<file path="src/rtl/mmio_port_responder.sv">
// rtl/mmio_port_responder.sv - memory-mapped I/O port responder
// PortOut register, synchronized PortIn, rising-edge counter and sticky status flags.
module mmio_port_responder #(
  parameter logic [31:0] BASE_ADDR   = 32'hFFFF_0000,
  parameter int          EDGE_BIT    = 0,
  parameter int          CNT_W       = 16,
  parameter logic [31:0] PORTOUT_RST = 32'h0000_0000
) (
  input  logic        clk,
  input  logic        reset,
  input  logic        MemWrite,
  input  logic        MemRead,
  input  logic [31:0] Address,
  input  logic [31:0] WriteData,
  input  logic [7:0]  PortIn,
  output logic [31:0] ReadData,
  output logic        Hit,
  output logic [31:0] PortOut
);

  localparam logic [2:0] OFF_PORT_OUT = 3'd0;
  localparam logic [2:0] OFF_PORT_IN  = 3'd1;
  localparam logic [2:0] OFF_EDGE_CNT = 3'd2;
  localparam logic [2:0] OFF_STATUS   = 3'd3;

  logic [2:0]       offset;
  logic             rd_en;
  logic             wr_en;
  logic [7:0]       sync1;
  logic [7:0]       sync2;
  logic [7:0]       prev;
  logic [1:0]       settle;
  logic             armed;
  logic             rise;
  logic             chg;
  logic [CNT_W-1:0] cnt;
  logic             change_flag;
  logic             ovf_flag;
  logic             wr_cnt;
  logic             status_clr;
  logic [CNT_W-1:0] cnt_base;
  logic [CNT_W:0]   rise_ext;
  logic [CNT_W:0]   cnt_sum;
  logic             unused_addr_lsb;

  assign Hit             = (Address[31:5] == BASE_ADDR[31:5]);
  assign offset          = Address[4:2];
  assign unused_addr_lsb = ^Address[1:0];
  assign rd_en           = Hit & MemRead;
  assign wr_en           = Hit & MemWrite;

  // Events are suppressed until the synchronizer pipeline has refilled after reset.
  assign armed = (settle == 2'd3);
  assign rise  = armed & sync2[EDGE_BIT] & ~prev[EDGE_BIT];
  assign chg   = armed & (sync2 != prev);

  assign wr_cnt     = wr_en && (offset == OFF_EDGE_CNT);
  assign status_clr = rd_en && (offset == OFF_STATUS);

  // A load of the counter still absorbs a same-cycle edge; the carry out flags a wrap.
  assign cnt_base = wr_cnt ? WriteData[CNT_W-1:0] : cnt;
  assign rise_ext = {{CNT_W{1'b0}}, rise};
  assign cnt_sum  = {1'b0, cnt_base} + rise_ext;

  always_ff @(posedge clk or negedge reset) begin
    if (!reset) begin
      PortOut <= PORTOUT_RST;
    end else if (wr_en && (offset == OFF_PORT_OUT)) begin
      PortOut <= WriteData;
    end
  end

  always_ff @(posedge clk or negedge reset) begin
    if (!reset) begin
      sync1 <= 8'h00;
      sync2 <= 8'h00;
      prev  <= 8'h00;
    end else begin
      sync1 <= PortIn;
      sync2 <= sync1;
      prev  <= sync2;
    end
  end

  always_ff @(posedge clk or negedge reset) begin
    if (!reset) begin
      settle <= 2'd0;
    end else if (!armed) begin
      settle <= settle + 2'd1;
    end
  end

  always_ff @(posedge clk or negedge reset) begin
    if (!reset) begin
      cnt <= '0;
    end else if (wr_cnt || rise) begin
      cnt <= cnt_sum[CNT_W-1:0];
    end
  end

  // A set event in the same cycle as a clearing STATUS read keeps the flag set.
  always_ff @(posedge clk or negedge reset) begin
    if (!reset) begin
      change_flag <= 1'b0;
      ovf_flag    <= 1'b0;
    end else begin
      change_flag <= chg | (change_flag & ~status_clr);
      ovf_flag    <= cnt_sum[CNT_W] | (ovf_flag & ~status_clr);
    end
  end

  always_comb begin
    ReadData = 32'h0000_0000;
    if (rd_en) begin
      case (offset)
        OFF_PORT_OUT: ReadData = PortOut;
        OFF_PORT_IN:  ReadData = {24'h00_0000, sync2};
        OFF_EDGE_CNT: ReadData = 32'(cnt);
        OFF_STATUS:   ReadData = {29'h0, armed, ovf_flag, change_flag};
        default:      ReadData = 32'h0000_0000;
      endcase
    end
  end

endmodule

</file>
<file path="config.mk">
export PLATFORM = sky130hd
export DESIGN_NAME = mmio_port_responder
export DESIGN_NICKNAME = d
export VERILOG_FILES = /design/src/rtl/mmio_port_responder.sv
export SDC_FILE = /design/constraint.sdc
export NUM_CORES = 1
export LEC_CHECK = 0
export CORE_MARGIN = 2
export CORE_UTILIZATION = 50
export CTS_BUF_LIST = sky130_fd_sc_hd__clkbuf_8
export DETAILED_ROUTE_END_ITERATION = 7
export PLACE_DENSITY = 0.95
export SLEW_MARGIN = 20
export SYNTH_ARGS = -nofsm -noshare
export SYNTH_HDL_FRONTEND = slang
export SYNTH_SLANG_ARGS = --single-unit
</file>
<file path="constraint.sdc">
create_clock -name clk -period 4.65 [get_ports clk]
set_input_delay 0.465 -clock clk [delete_from_list [all_inputs] [get_ports clk]]
set_output_delay 0.465 -clock clk [all_outputs]
set_load 0.05 [all_outputs]
</file>
After elaboration in Yosys (flattened, before gate mapping)
Index checks and enable logic that the tools add are counted.
{"block": "word_totals", "mem_bits_ro": 0, "output_inout_bits": 65, "mem_bits_rw": 0, "latchBits": 0, "elab_cells": 35, "ff_bits": 76, "mem_count": 0, "inputBits": 76}
{"block": "classes", "muxes": 3, "order_cmp": 0, "multipliers": 0, "addsub": 2, "n_bitwise": 11, "shift": 0, "reduce_logical": 5, "n_eq_ne": 6, "div_mod_pow": 0}
{"cell": "32-bit case mux with 4 select lines", "count": 1}
{"cell": "32-bit two-way mux", "count": 1}
{"cell": "27-bit == test (second input constant)", "count": 1}
{"cell": "16-bit by 1-bit adder with 17-bit output", "count": 1}
{"cell": "16-bit two-way mux", "count": 1}
{"cell": "8-bit inequality test", "count": 1}
{"cell": "1-bit bitwise AND", "count": 7}
{"cell": "3-bit by 2-bit == test with 1-bit output (second input constant)", "count": 2}
{"cell": "3-bit by 1-bit == test with 1-bit output (second input constant)", "count": 1}
{"cell": "1-bit logical AND", "count": 3}
{"cell": "3-bit zero test", "count": 1}
{"cell": "2-bit by 1-bit adder with 2-bit output (second input constant)", "count": 1}
{"cell": "2-bit == test (second input constant)", "count": 1}
{"cell": "1-bit NOT", "count": 2}
{"cell": "1-bit OR", "count": 2}
{"cell": "1-bit logical OR", "count": 1}

Logic depth before layout (Yosys ltp)
Gate-level depths: netlist of the first run.
{"block": "logic_depth", "word_depth": 6, "ltp_mapped": 13, "depth_no_buf": 11}

Worst setup path after synthesis of the first run
OpenSTA, ideal clock, no wires.
{"block": "synth_path", "path_type": "input to register", "startpoint": "in Address[14]", "endpoint": "reg cnt[14]", "arrival_ps": 3330, "t_required_ps": 4522, "setup_time_ps": 128, "n_path_buf": 2, "path_slack_ps": 1193, "stages": 13, "path_cell_list": "or4b_4 > nor4_4 > and3_1 > buf_2 > mux2_2 > ha_1 > ha_1 > clkbuf_1 > nand2_1 > or2_2 > nor4_1 > xnor2_1 > mux2i_1"}
{"block": "synth_between", "elab_chain_len": 5, "word_cells_on_any_way": 6, "cone_classes": "add/sub: 1; eq/ne: 1; mux: 1; bitwise: 1; reduce/logical: 2"}
{"element": "start, declared", "line": "13", "rtl": "input logic [31:0] Address,"}
{"element": "27-bit == test *", "line": "46", "rtl": "assign Hit = (Address[31:5] == BASE_ADDR[31:5]);"}
{"element": "1-bit bitwise AND *", "line": "50", "rtl": "assign wr_en = Hit & MemWrite;"}
{"element": "1-bit logical AND *", "line": "57", "rtl": "assign wr_cnt = wr_en && (offset == OFF_EDGE_CNT);"}
{"element": "16-bit two-way mux", "line": "61", "rtl": "assign cnt_base = wr_cnt ? WriteData[CNT_W-1:0] : cnt;"}
{"element": "16-bit by 1-bit adder with 17-bit output", "line": "63", "rtl": "assign cnt_sum = {1'b0, cnt_base} + rise_ext;"}
{"element": "end signal, assigned", "line": "97", "rtl": "cnt <= cnt_sum[CNT_W-1:0];"}
{"element": "end, declared", "line": "36", "rtl": "logic [CNT_W-1:0] cnt;"}
Every way passes the cells marked *; elsewhere a longest branch is shown, timed or not.
A chain may end at the register's enable or synchronous reset.

Final worst setup path of the first run
{"block": "layout_path", "startpoint": "in Address[6]", "endpoint": "out ReadData[26]"}
{"block": "layout_between", "elab_chain_len": 3}
{"element": "27-bit == test", "line": "46"}
{"element": "1-bit bitwise AND", "line": "49", "rtl": "assign rd_en = Hit & MemRead;"}
{"element": "32-bit two-way mux", "line": "114", "rtl": "if (rd_en) begin"}
{"element": "end, declared", "line": "16", "rtl": "output logic [31:0] ReadData,"}
Every way passes these cells.

==> results of run 1 <==
[layout make-up]
cell class / instances / area (µm²) / area share
Timing Repair Buffer: 143 / 1430 / 0.259
Clock inverter: 6 / 70.1 / 0.0127
Tap cell: 99 / 124 / 0.0224
Sequential cell: 76 / 1900 / 0.345
Multi-Input combinational cell: 245 / 1840 / 0.333
Inverter: 5 / 18.8 / 0.00340
Clock buffer: 10 / 138 / 0.0249
[state kept, by name, indices dropped and copies added (netlist names)]
register and count:
change_flag 1, PortOut 32, sync2 8, sync1 8, settle 2, cnt 16, prev 8, ovf_flag 1
[worst max-delay path by stage]
stage                start  slack [ps]           end  cells after the start
2_1_floorplan  Address[14]        1190       cnt[14]                     13
6_report        Address[6]         500  ReadData[26]                      7
5_1_grt        Address[14]         340  ReadData[16]                      7
3_3_place_gp   Address[14]         530  ReadData[31]                      7
3_5_place_dp   Address[14]         490  ReadData[26]                      7
4_1_cts        Address[14]         470  ReadData[26]                      7
[power by group]
group          internal (mW)  total, mW  switching [mW]  leakage [nW]
logic                  0.105      0.174          0.0687          1.18
registers              0.686      0.712          0.0263         0.980
clock network          0.266      0.520           0.254        0.0955
[metal layers]
layer	routed length, µm	part of all wire	track usage	up-vias
li1	-	-	-	1478
met1	4070	0.42	0.302	1468
met2	4970	0.51	0.417	130
met3	583	0.060	0.0390	11
met4	97	0.010	0.0821	0
met5	0	0	0	-
[through the flow]
stage / utilization / hold slack [ps] / power [mW] / instances
global placement: 0.724 / 332 / 0.889 / 568
floorplan: - / 169 / 0.793 / 337
CTS: 0.753 / 289 / 1.42 / 584
global route: 0.753 / 338 / 1.47 / 584
finish: 0.753 / 256 / 1.41 / 584
detailed placement: 0.724 / 336 / 0.900 / 568
[worst register-to-register path, delay by kind of cell (launching register included)]
| kind | cells | cell delay (ps) |
|---|---|---|
| simple gates | 4 | 1090 |
| fa+ha+maj | 3 | 810 |
| flops | 1 | 370 |
| buf+inv | 1 | 250 |
| xor+xnor | 1 | 180 |
| mux | 1 | 110 |
[cells by family after synthesis]
family,Yosys count,synth area share
compound gates,18,0.0242
xor+xnor,37,0.0848
fa+ha+maj,3,0.00983
buf+inv,16,0.0229
flops,76,0.498
mux,58,0.174
simple gates,129,0.186
[cells in the final DEF (no fill, tap or decap), drive strengths merged, types with 4 or more instances in the layout]
cell type and instances:
nand2 19, o21ai 7, nand3 14, nand4 11, or4 4, xor2 10, clkbuf 10, mux2 37
clkdlybuf4s50 137, dfrtp 76, buf 6, nor2b 4, nor3 7, and2 17, a21oi 10, nor4 7
mux2i 18, xnor2 27, inv 7, nor2 34
==> flow_summary.json, run 1 <==
{
  "setup_ws_ps": 500,
  "synthCells": 337,
  "netlist.area_leader.share": 0.498,
  "synthTopCellsByCount": "dfrtp_1, mux2_2, nor2_1, xnor2_1",
  "place_ws_ps": 486,
  "insertion_delay_ps": 350,
  "reg2reg_to": "cnt[14]",
  "hpwl_mm": 7.32,
  "ys_seq_area_frac": 0.498,
  "cts.reportedPaths.clkPinSlew_ps": 80,
  "relSlewSlack": 0.356,
  "synthTopCellsByArea": "dfrtp_1, mux2_2, xnor2_1",
  "grt_pass1_vias": 3228,
  "power.density_mw_per_mm2": 255,
  "antenna_cells": 0,
  "end_kind": "output port",
  "fin_nets": 559,
  "drive_gt1_frac": 0.144,
  "outcome": "complete, no violations",
  "avgViaCountPerCell": 5.29,
  "ir_worst_vdd_mv": 0.191,
  "die_x_um": 91.4,
  "drc_errors": 0,
  "rsz0062_at_grt": "false",
  "placement_rows": 31,
  "crit_path_max_incr_delay_ps": 810,
  "fin_crit_sh": 0.892,
  "synth_area_per_cell_um2": 11.3,
  "start_util": 0.521,
  "die_height_um": 91.4,
  "synth-seq-cells": 76,
  "cts_max_level": 3,
  "r2r_cells": 10,
  "critical_path_class": "input pin to output port",
  "worst-path-buf-inv": 2,
  "overflow": 0,
  "tightest_slew_ps": 965,
  "vias": 3087,
  "worstPathRequired_ps": 4180,
  "drt_iter0_drc": 180,
  "stdcell_area_mm2": 0.00552,
  "finalClockSkew_ps": 9.33,
  "grt_pass1_wl_mm": 15.7,
  "cts_made_buffers": 9,
  "ys_async_sr_fraction": 1.00,
  "synth-edff-count": 0,
  "cts_hold_buffers": 0,
  "wire_per_inst_um": 16.6,
  "post-synth-top-count-cell": "dfrtp_1",
  "maxCapViolations": 0,
  "syn_area_mm2": 0.00382,
  "setup_tns_ps": 0,
  "hold_viol": 0,
  "grt_util_all_layers": 0.240,
  "fmax_mhz": 241,
  "cts_max_path_buffers": 2,
  "numClockSinks": 76,
  "synth_top_area_cell": "dfrtp_1",
  "crit_arrival_ps": 3680,
  "worstPathMaxFanout": 16,
  "totalWireLength_mm": 9.72,
  "cts_tree": "yes",
  "synth_fp_nets": 416,
  "layout_min_cycle_time_ps": 4150,
  "slowest_stage": "clkdlybuf4s50_1",
  "clock-root-buffer": "clkbuf_8",
  "crit_chain": "clkdlybuf4s50_1, or4_1, nor4_4, nand4b_2, nor2_2, and2_1, clkdlybuf4s50_1",
  "ys_types": 36,
  "slew_viol_final": 0,
  "post-cts-setup-buffers": 0,
  "setup_viol": 0,
  "syn_to_final_growth_pct": 44.4,
  "place_congestion": 0.855,
  "cp_common_cell": "clkdlybuf4s50_1",
  "synthFlopType": "dfrtp_1",
  "cp_top_family": "simple AND/OR/NAND/NOR gates",
  "portBuffers": 138,
  "nFillCells": 485,
  "r2r-start": "settle[0]",
  "drt_pass1_iterations": 4,
  "core_area_mm2": 0.00733,
  "leakage_nw": 2.26,
  "grt_max_degree": 77,
  "ios": 141,
  "r2r_setup_slack_ps": 1740,
  "ys_warn_count": 0,
  "antenna_found_initial": 0,
  "critPathLaunchType": "input pin",
  "die_area_mm2": 0.00835,
  "place_area_mm2": 0.00531,
  "hp-class": "input pin to asynchronous set/reset pin",
  "postRouteAntennaNets": 0,
  "cts_resized": 0
}
Power figures use the tool's default switching activity.
==> run 2: changes to the inputs <==
- CTS_BUF_LIST: sky130_fd_sc_hd__clkbuf_8 -> sky130_fd_sc_hd__clkbuf_4
==> run 2 against run 1 <==
Clock skew up 10 ps. Cell count unchanged. Sequential cell count unchanged. Global-route usage about the same. Count of clock-buffer cells in the layout down 1. Utilization shrank 0.90 points. Fmax grew 0.51%. Hold slack got worse by 98 ps. Critical endpoint unchanged. Highest routed layer unchanged.
==> flow_summary.json, run 2 (synthesis results as in run 1) <==
{
  "outcome": "complete, no violations",
  "place_ws_ps": 486,
  "netSwitchingFraction": 0.262,
  "slew_viol_final": 0,
  "hpwl_mm": 7.32,
  "grt_pass1_wl_mm": 15.8,
  "start_util": 0.521,
  "cts.reportedPaths.clkPinSlew_ps": 120,
  "core_area_mm2": 0.00733,
  "antenna_found_initial": 0,
  "layout_min_cycle_time_ps": 4130,
  "power.density_mw_per_mm2": 238,
  "reg.largest.list": "PortOut: 32 flops, cnt: 16 flops",
  "syn_to_final_growth_pct": 42.7,
  "post-cts-setup-buffers": 0,
  "p_int_mw": 0.957,
  "place_area_mm2": 0.00531,
  "overflow": 0,
  "numClockSinks": 76,
  "cts_made_buffers": 9,
  "drt-met1-wl_mm": 4.08,
  "ir_worst_vdd_mv": 0.188,
  "die_x_um": 91.4,
  "nFillCells": 497,
  "setup_viol": 0,
  "seq_area_mm2": 0.00190,
  "crit_arrival_ps": 3660,
  "setup_ws_ps": 521,
  "switchingPower_mw": 0.340,
  "cts_max_level": 3,
  "drive_gt1_frac": 0.142,
  "cts_tree": "yes",
  "die_height_um": 91.4,
  "placement_rows": 31,
  "fin_nets": 559,
  "cp_top_family": "simple AND/OR/NAND/NOR gates",
  "drt_iter0_drc": 180,
  "critical_path_class": "input pin to output port",
  "slowest_stage": "clkdlybuf4s50_1",
  "drt_pass1_iterations": 4,
  "tightest_slew_ps": 953,
  "fin_crit_sh": 0.888,
  "crit_chain": "clkdlybuf4s50_1, or4_1, nor4_4, nand4b_2, nor2_2, and2_1, clkdlybuf4s50_1",
  "critPathLaunchType": "input pin",
  "finalClockSkew_ps": 19.4,
  "largest_reg_flops": 32,
  "relSlewSlack": 0.365,
  "stdcell_area_mm2": 0.00545,
  "cts_resized": 0,
  "worst-path-buf-inv": 2,
  "met2_wirelength_mm": 4.95,
  "multiInputGateArea_mm2": 0.00184,
  "pwr-share-comb": 0.135,
  "cts_max_path_buffers": 2,
  "wl_met3_um": 558,
  "portBuffers": 138,
  "hold_viol": 0,
  "fmax_mhz": 242,
  "totalWireLength_mm": 9.73,
  "setup_tns_ps": 0,
  "leakage_nw": 2.23,
  "rsz0062_at_grt": "false",
  "crit_path_max_incr_delay_ps": 810,
  "grt_pass1_vias": 3230,
  "place_congestion": 0.855,
  "wire_per_inst_um": 16.7,
  "end_kind": "output port",
  "avgViaCountPerCell": 5.29,
  "antenna_cells": 0,
  "maxCapViolations": 0,
  "drc_errors": 0,
  "insertion_delay_ps": 440,
  "hp-class": "input pin to asynchronous set/reset pin",
  "routed.top_layer": "met4",
  "cts_hold_buffers": 0,
  "power_frac_seq": 0.550,
  "vias": 3092,
  "clkPwrFrac": 0.316,
  "cp_common_cell": "clkdlybuf4s50_1",
  "postRouteAntennaNets": 0,
  "worstPathMaxFanout": 16,
  "die_area_mm2": 0.00835,
  "largest_register": "PortOut",
  "worstPathRequired_ps": 4180,
  "grt_max_degree": 77,
  "layout_commonest_cell": "clkdlybuf4s50_1",
  "ios": 141,
  "mostFrequentLayoutCells": "clkdlybuf4s50_1, dfrtp_1, mux2_2",
  "clock-root-buffer": "clkbuf_4",
  "grt_util_all_layers": 0.240
}
-- run 2: changes by cell type in the layout (fill, tap and decap cells not counted), sizes merged --
cell    delta
clkbuf     -1
clkinv     +1
-- run 2: final cells by class --
class	instances	share of cell area
timing repair buffer	143	0.262
multi-input combinational	245	0.337
tap	99	0.0227
clock inverter	7	0.0135
sequential	76	0.349
inverter	5	0.00344
clock buffer	9	0.0124
-- run 2: power groups by stage --
stage	Combinational, mW	Sequential [mW]	Clock [mW]
floorplan	0.0763	0.717	0
global placement	0.166	0.723	0
detailed placement	0.174	0.725	0
CTS	0.176	0.713	0.419
global route	0.192	0.717	0.447
finish	0.175	0.713	0.410
-- run 2: worst register-to-register path, cell delays in order, from the launching register on --
cell	delay [ps]
dfrtp_1	390
ha_1	260
nand3b_1	230
inv_1	230
ha_1	230
ha_1	310
nand2_1	170
or2_2	360
nor4_1	350
xnor2_1	180
mux2i_1	110
-- run 2: routing by layer --
metal	GRT usage	vias up
met5	0	-
met4	0.0859	0
met3	0.0432	15
met2	0.413	121
met1	0.302	1476
li1	-	1480
-- run 2: per-stage QoR --
| step | hold WS (ps) | total power [mW] | std cells | utilization |
|---|---|---|---|---|
| final | 158 | 1.30 | 584 | 0.744 |
| after global routing | 214 | 1.36 | 584 | 0.744 |
| after CTS | 186 | 1.31 | 584 | 0.744 |
| after detailed placement | 336 | 0.900 | 568 | 0.724 |
| after global placement | 332 | 0.889 | 568 | 0.724 |
| after floorplan | 169 | 0.793 | 337 | - |
-- run 2: worst paths after layout --
| kind | from | to | slack (ps) | cells past startpoint |
|---|---|---|---|---|
| hold reg to reg | sync1[2] | sync2[2] | 360 | 0 |
| setup / recovery | Address[6] | ReadData[26] | 520 | 7 |
| setup reg to reg | settle[0] | cnt[14] | 1730 | 10 |
| hold / removal | reset | sync1[4] | 160 | 1 |
| max in group asynchronous | reset | PortOut[5] | 3870 | 1 |
| min in group clk | sync1[2] | sync2[2] | 360 | 0 |
